[config.mk]
export PLATFORM = sky130hd
export DESIGN_NAME = lzd_seq
export DESIGN_NICKNAME = d
export VERILOG_FILES = /design/src/rtl/lzd_seq_pkg.sv /design/src/rtl/lzd_word.sv /design/src/rtl/lzd_seq.sv
export SDC_FILE = /design/constraint.sdc
export NUM_CORES = 1
export LEC_CHECK = 0
export ABC_AREA = 1
export BUFFER_PORTS_ARGS = -buffer_cell sky130_fd_sc_hd__buf_4
export CAP_MARGIN = 20
export CORE_UTILIZATION = 45
export CTS_CLUSTER_DIAMETER = 50
export DETAILED_ROUTE_END_ITERATION = 8
export GPL_ROUTABILITY_DRIVEN = 0
export MAX_ROUTING_LAYER = met4
export PLACE_DENSITY = 0.71
export SLEW_MARGIN = 10
export SYNTH_ARGS = -nofsm -noshare
export SYNTH_HDL_FRONTEND = slang
export SYNTH_SLANG_ARGS = --single-unit
[constraint.sdc]
create_clock -name clk -period 1.6 [get_ports clk]
set_clock_uncertainty 0.1 [all_clocks]
set_input_delay 0.16 -clock clk [delete_from_list [all_inputs] [get_ports clk]]
set_output_delay 0.16 -clock clk [all_outputs]
set_load 0.01 [all_outputs]
[src/rtl/lzd_seq_pkg.sv]
// Shared types and default sizing for the sequential leading-zero detector
// and its per-word priority encoder.
package lzd_seq_pkg;

  typedef enum logic [1:0] {
    IDLE = 2'd0,
    SCAN = 2'd1,
    DONE = 2'd2
  } state_t;

  localparam int DEF_WORD_W    = 16;
  localparam int DEF_MAX_WORDS = 4;
  localparam int DEF_CNT_W     = 7;

  function automatic int satCount(input int wordW, input int maxWords);
    return wordW * maxWords;
  endfunction

  // Count reported when every word of the virtual word is zero.
  localparam int SAT_COUNT = DEF_WORD_W * DEF_MAX_WORDS;

  function automatic int clog2Min1(input int v);
    return (v > 1) ? $clog2(v) : 1;
  endfunction

endpackage

[src/rtl/lzd_word.sv]
// Combinational priority encoder: leading-zero count and zero flag of one word.
module lzd_word
  import lzd_seq_pkg::*;
#(
  parameter int WORD_W = DEF_WORD_W,
  parameter int LZ_W   = clog2Min1(DEF_WORD_W)
) (
  input  logic [WORD_W-1:0] word_i,
  output logic [LZ_W-1:0]   lz_o,
  output logic              zero_o
);

  // Scanning upward lets the highest set bit overwrite all lower candidates.
  always_comb begin
    lz_o = '0;
    for (int i = 0; i < WORD_W; i++) begin
      if (word_i[i]) begin
        lz_o = LZ_W'(WORD_W - 1 - i);
      end
    end
  end

  assign zero_o = ~|word_i;

endmodule

[src/rtl/lzd_seq.sv]
// Sequential leading-zero detector over up to MAX_WORDS random words
// concatenated MSB-first; reports count, left-aligned fraction and all-zero flag.
module lzd_seq
  import lzd_seq_pkg::*;
#(
  parameter int WORD_W    = DEF_WORD_W,
  parameter int MAX_WORDS = DEF_MAX_WORDS,
  parameter int CNT_W     = DEF_CNT_W
) (
  input  logic              clk,
  input  logic              rst,
  input  logic              en,
  input  logic [WORD_W-1:0] rnd_in,
  input  logic              rnd_valid,
  output logic              rnd_ready,
  output logic [CNT_W-1:0]  LZDout,
  output logic [WORD_W-2:0] frac,
  output logic              all_zero,
  output logic              busy,
  output logic              done
);

  localparam int LZ_W    = clog2Min1(WORD_W);
  localparam int IDX_W   = clog2Min1(MAX_WORDS);
  localparam int SAT_CNT = satCount(WORD_W, MAX_WORDS);

  state_t            state_q, state_d;
  logic [CNT_W-1:0]  count_q, count_d;
  logic [IDX_W-1:0]  idx_q, idx_d;
  logic [CNT_W-1:0]  lzd_q, lzd_d;
  logic [WORD_W-2:0] frac_q, frac_d;
  logic              allZero_q, allZero_d;

  logic [LZ_W-1:0]   wordLz;
  logic              wordZero;
  logic [WORD_W-1:0] shifted;
  logic              accept;

  lzd_word #(
    .WORD_W (WORD_W),
    .LZ_W   (LZ_W)
  ) u_lzd_word (
    .word_i (rnd_in),
    .lz_o   (wordLz),
    .zero_o (wordZero)
  );

  // Shifting by lz puts the leading one at the MSB; the bits beneath it are the fraction.
  assign shifted = rnd_in << wordLz;
  assign accept  = rnd_valid && (state_q == SCAN);

  always_comb begin
    state_d   = state_q;
    count_d   = count_q;
    idx_d     = idx_q;
    lzd_d     = lzd_q;
    frac_d    = frac_q;
    allZero_d = allZero_q;
    case (state_q)
      IDLE: begin
        if (en) begin
          state_d = SCAN;
          count_d = '0;
          idx_d   = '0;
        end
      end
      SCAN: begin
        if (accept) begin
          if (!wordZero) begin
            lzd_d     = count_q + CNT_W'(wordLz);
            frac_d    = shifted[WORD_W-2:0];
            allZero_d = 1'b0;
            state_d   = DONE;
          end else begin
            count_d = count_q + CNT_W'(WORD_W);
            idx_d   = idx_q + IDX_W'(1);
            if (idx_q == IDX_W'(MAX_WORDS - 1)) begin
              lzd_d     = CNT_W'(SAT_CNT);
              frac_d    = '0;
              allZero_d = 1'b1;
              state_d   = DONE;
            end
          end
        end
      end
      DONE:    state_d = IDLE;
      default: state_d = IDLE;
    endcase
  end

  always_ff @(posedge clk) begin
    if (!rst) begin
      state_q   <= IDLE;
      count_q   <= '0;
      idx_q     <= '0;
      lzd_q     <= '0;
      frac_q    <= '0;
      allZero_q <= 1'b0;
    end else begin
      state_q   <= state_d;
      count_q   <= count_d;
      idx_q     <= idx_d;
      lzd_q     <= lzd_d;
      frac_q    <= frac_d;
      allZero_q <= allZero_d;
    end
  end

  assign rnd_ready = (state_q == SCAN);
  assign busy      = (state_q != IDLE);
  assign done      = (state_q == DONE);
  assign LZDout    = lzd_q;
  assign frac      = frac_q;
  assign all_zero  = allZero_q;

endmodule

## After elaboration in Yosys (flattened, before gate mapping)

Index checks and enable logic that the tools add are counted.
Widths: inputs -> output; s select.

- Register bits after elaboration: 34
- Bits of input ports: 20
- Output and inout port bits: 26
- Logic and storage cells: 61

- Add/subtract/negate cells: 3
- Equal/unequal tests: 7
- Shift-type cells: 1
- Mux-type cells: 35
- Reduce and logical (&&, ||, !) cells: 9

Operator list:

| cell | count |
|---|---|
| $mux 4 | 16 |
| $mux 7 | 5 |
| $mux 15 | 2 |
| $reduce_or 16->1 | 1 |
| $shl 16x4->15 | 1 |
| $mux 2 | 7 |
| $pmux 7 s2 | 1 |
| $pmux 2 s2 | 2 |
| $add 7x4->7 | 1 |
| $add 7x5->7 const B | 1 |
| $reduce_and 3->1 | 2 |
| $reduce_bool 2->1 | 3 |
| $eq 2x2->1 const B | 2 |
| $ne 2x2->1 const B | 2 |
| $reduce_and 4->1 | 1 |
| $ne 3x1->1 const B | 1 |
| $add 2x1->2 const B | 1 |
| $eq 2x1->1 const B | 1 |
| $logic_not 2->1 | 1 |
| $mux 1 | 2 |
| $ne 2x1->1 const B | 1 |
| $logic_and 1x1->1 | 1 |

## Depth between registers and ports, before layout

- Depth after elaboration: 18
- Mapped depth: 23
- Gate-level depth less buffers: 23

## Cells and area by module

A second synthesis with hierarchy kept.

- Cell total of the unflattened synthesis: 337
- Area, all modules: 2,025.7 sq um

By module, submodules not included:

| module | times used | cells each | area an instance (sq um) | sequential area each (sq um) |
|---|---|---|---|---|
| lzd_seq | 1 | 290 | 1,824.2 | 600.6 |
| lzd_word | 1 | 47 | 201.4 | 0.0 |

## Least setup slack after synthesis

No wires, ideal clock.

- Path kind: input -> register
- Start point: in rnd_in[12]
- End point: reg allZero_q, in the netlist all_zero
- Library setup time: 114 ps
- Arrival time: 1,492 ps
- Data required time: 1,386 ps
- Path slack: -106 ps
- Cell stages on the path: 12
- Buffers on the path: 1
- Cells stage by stage: nor4_1 inv_1 nor2_1 inv_1 nor2_1 inv_1 or2_1 nand3_2 inv_2 buf_2 o21ai_1 nor2_1

- Word-level cells in the longest chain between the ends: 3
- Elaborated cells between the ends (all ways): 4
- Those cells by class: mux: 1; reduce/logical: 3

RTL lines:

| item | line | text |
|---|---|---|
| start: declaration | lzd_seq.sv:13 | `input logic [WORD_W-1:0] rnd_in,` |
| $reduce_or 16->1 (*) | lzd_word.sv:23 | `assign zero_o = ~\|word_i;` |
| $reduce_bool 2->1 (no source line) | n/a |  |
| $reduce_and 3->1 (no source line) | n/a |  |
| end signal: assignment | lzd_seq.sv:105 | `allZero_q <= allZero_d;` |
| end: declaration | lzd_seq.sv:32 | `logic allZero_q, allZero_d;` |

Every way passes the cells marked *; elsewhere a longest branch is shown, timed or not.
A chain may end at the register's enable or synchronous reset.

## Final worst setup path

- Start point: in rnd_in[4]
- End point: reg frac_q[14], in the netlist frac[14]

- Word-level cells in the longest chain between the ends: 14
- Elaborated cells between the ends (all ways): 17
- Those cells by class: shift: 1; mux: 13; reduce/logical: 3

RTL lines:

| item | line | text |
|---|---|---|
| $mux 4 (12 in series) | lzd_word.sv:17 | `if (word_i[i]) begin` |
| $shl 16x4->15 | lzd_seq.sv:49 | `assign shifted = rnd_in << wordLz;` |
| $mux 15 | lzd_seq.sv:69 | `if (!wordZero) begin` |
| end signal: assignment | lzd_seq.sv:104 | `frac_q <= frac_d;` |
| end: declaration | lzd_seq.sv:31 | `logic [WORD_W-2:0] frac_q, frac_d;` |

Several ways; a longest one is shown, not always the timed one.

==> flow_metrics.tcl <==
set metrics [dict create \
    status "finished with violations" \
    violations "negative setup slack" \
    rows 23 \
    first_pass_iters 5 \
    maxSlewHeadroom_pct 60.3 \
    syn-mean-instance-area_sq_um 6.17 \
    die_w_microns 67.9 \
    synth_area_leaders "dfxtp_1 (31%), nand2_1 (19%), nand3_1 (16%)" \
    n_antenna_cell 0 \
    cp.depth 22 \
    yosysTopAreaCellShare_pct 30.7 \
    htreeDepth 2 \
    leakagePower_nw 1.63 \
    grt_overflow 0 \
    r2r_slack_ns -0.18 \
    yosysSeqAreaShare_pct 30.7 \
    cts_hold_buf 0 \
    antenna_found_initial 0 \
    clkLatencyLatePin_ns 0.29 \
    clock_tree.buffer_depth 2 \
    post_route_cells_drive_above_1_share_pct 48.8 \
    cp.required_ns 1.72 \
    drc_errors 0 \
    synth_edf_count 0 \
    vias 2745 \
    core-area_sq_mm 0.00409 \
    syn_inst 317 \
    nFillCells 278 \
    io_pins 46 \
    min_path_type "input pin to flop" \
    initial_utilization_pct 47.8 \
    wl_per_cell_microns 15.8 \
    hold_viol 0 \
    r2r_end "frac[3]" \
    nets 449 \
    ys_seq_elements 30 \
    cts.sinks 30 \
    antenna_left 0 \
    synth.most_common_cell "nand2_1" \
    rsz0062_at_grt "yes" \
    grt_max_degree 16 \
    synth_commonest_cells "nand2_1 (100), nand3_1 (61), inv_1 (32), dfxtp_1 (30), a21oi_1 (28)" \
    cts_buffers 5 \
    slowest_delay_ns 0.15 \
    clkTransAtPathRegs_ns 0.06 \
    timing_worst_setup_path_type "input pin to flop" \
    cp_top_family "simple AND/OR/NAND/NOR gates" \
    viasPerCell 5.74 \
    pwr_density_cell_mw_per_mm2 643 \
    dp.cells 454 \
    max_freq_ghz 0.543 \
    synth.distinct_cells 25 \
    cts_tree "built" \
    die_h_microns 67.9 \
    cp_num_buf_inv 4 \
    rr_worst_depth 6 \
    place_ws_ns -0.541 \
    die-area_sq_mm 0.00461 \
    synth_area_leader_cell "dfxtp_1" \
    tightest_slew_ns 0.595 \
    irDropWorstVdd_mv 0.551 \
    port-buffer-count 45 \
    cp_slowest_cell "nand2_4" \
    whs_ns 0.0620 \
    area_growth_pct 70.2 \
    final_area_sq_mm 0.00333 \
    endpoint "frac[14]" \
    fin_ws_ns -0.242 \
    crit_start "rnd_in[4]" \
    netlist_area_sq_mm 0.00195 \
    drv_cap 0 \
    grt_pass1_wl_microns 10900 \
    worstPathArrival_ns 1.96 \
    cp_common_cell "nand2_1" \
    fin_crit_ns 1.84 \
    track_usage_pct 32.5 \
    hpwl_microns 4540 \
    fin_crit_sh_pct 115 \
    wl_microns 7530 \
    place_area_sq_mm 0.00276 \
    cts-root-buf "clkbuf_8" \
    regToRegStartpoint "state_q[0]" \
    slew_viol_final 0 \
    ys.flop_type "dfxtp_1" \
    crit_fanout 8 \
    crit_chain "buf_6 -> buf_6 -> inv_2 -> nand2_1 -> nand2_1 -> nand2_1 -> nand2_1 -> nand2_1 -> nand2_1 -> nand2_1 -> nand2_1 -> nand2_2 -> nand2_4 -> nand2_8 -> buf_6 -> nand2_2 -> nand3_2 -> nand3_1 -> nand2_1 -> nand2_1 -> nand3_1 -> a21oi_1" \
    instances_no_fill 478 \
    cp-start-kind "input pin" \
    finalSetupViolCount 23 \
    ys_warn_count 0 \
    tns_ns -3.29 \
    synth_nets 339 \
    grt_pass1_vias 2402 \
    synthArstFlopShare_pct 0 \
    end_kind "flop" \
    drtIter0Drc 269 \
]
## layer usage
metal	GRT usage, %	up-vias	wire (microns)
met2	53.7	142	3610
met4	12.8	0	344
li1	-	1264	-
met3	4.67	41	563
met1	39.7	1298	3020
met5	-	-	0
## cell type report
cell class / count / area (sq um) / area share [%]
Clock inverter: 1 / 5.00 / 0.150
Tap cell: 50 / 62.6 / 1.88
Clock buffer: 7 / 86.3 / 2.60
Timing Repair Buffer: 114 / 955 / 28.7
Sequential cell: 30 / 601 / 18.1
Timing Repair inverter: 1 / 6.26 / 0.188
Multi-Input combinational cell: 240 / 1450 / 43.6
Inverter: 35 / 159 / 4.78
## timing repair
item                                    4_1_cts  5_1_grt
endpoints found under the setup margin       23       30
gates cloned                                  2        0
pin swaps                                    30       15
resized for setup                            63       33
setup buffers                                13        1
## state kept, by name (all words and copies together), names as in the netlist
signal	count
frac	15
LZDout	7
count_q	3
idx_q	2
state_q	2
all_zero	1
## report_power, final
part           leakage [nW]  switching [W]  internal, W
clock network        0.0482       0.000293     0.000346
registers             0.243      0.0000168     0.000772
logic                  1.34       0.000392     0.000320
total                  1.63       0.000701      0.00144
## worst min path at each step
stage	start	endpoint	slack [ns]	depth (start not counted)
2_1_floorplan	rst	state_q[0]	0.19	2
3_3_place_gp	rst	state_q[0]	0.35	3
3_5_place_dp	frac[14]	frac[14]	0.35	2
4_1_cts	rst	LZDout[6]	0.06	3
5_1_grt	rst	all_zero	0.07	3
6_report	rst	LZDout[2]	0.06	3
## stage by stage
step	power [W]	util [%]
3_5_place_dp	0.00134	67.4
6_report	0.00214	81.4
3_3_place_gp	0.00133	67.4
4_1_cts	0.00206	78.6
5_1_grt	0.00221	81.4
2_1_floorplan	0.00110	-
## cells in the final DEF, fill, tap and decap left out, types with 4 or more instances in the layout
master	instances
clkbuf_8	6
buf_12	4
nand2_2	16
o21ai_2	4
nand2_1	82
a21oi_2	9
nand4_1	4
o21ai_0	4
a21oi_1	20
buf_4	98
nor2_2	5
inv_1	24
nand2_4	8
dfxtp_1	30
nand3_1	43
nor2_1	6
buf_6	11
nand3_2	25
inv_2	8
## logic make-up after synthesis
kind of cell,synth area share (%)
buffers and inverters,10.2
AND/OR/NAND/NOR,46.5
AO/OA/AOI/OAI,11.3
adder cells (fa/ha/maj),1.28
flip-flops,30.7
## worst register-to-register path: cells and delay by family, from the launching register on
kind	cells	cell delay [ns]
simple gates	4	1.04
buf+inv	1	0.04
compound gates	1	0.20
flops	1	0.33
Note: power is estimated with default switching activity, not from simulation.
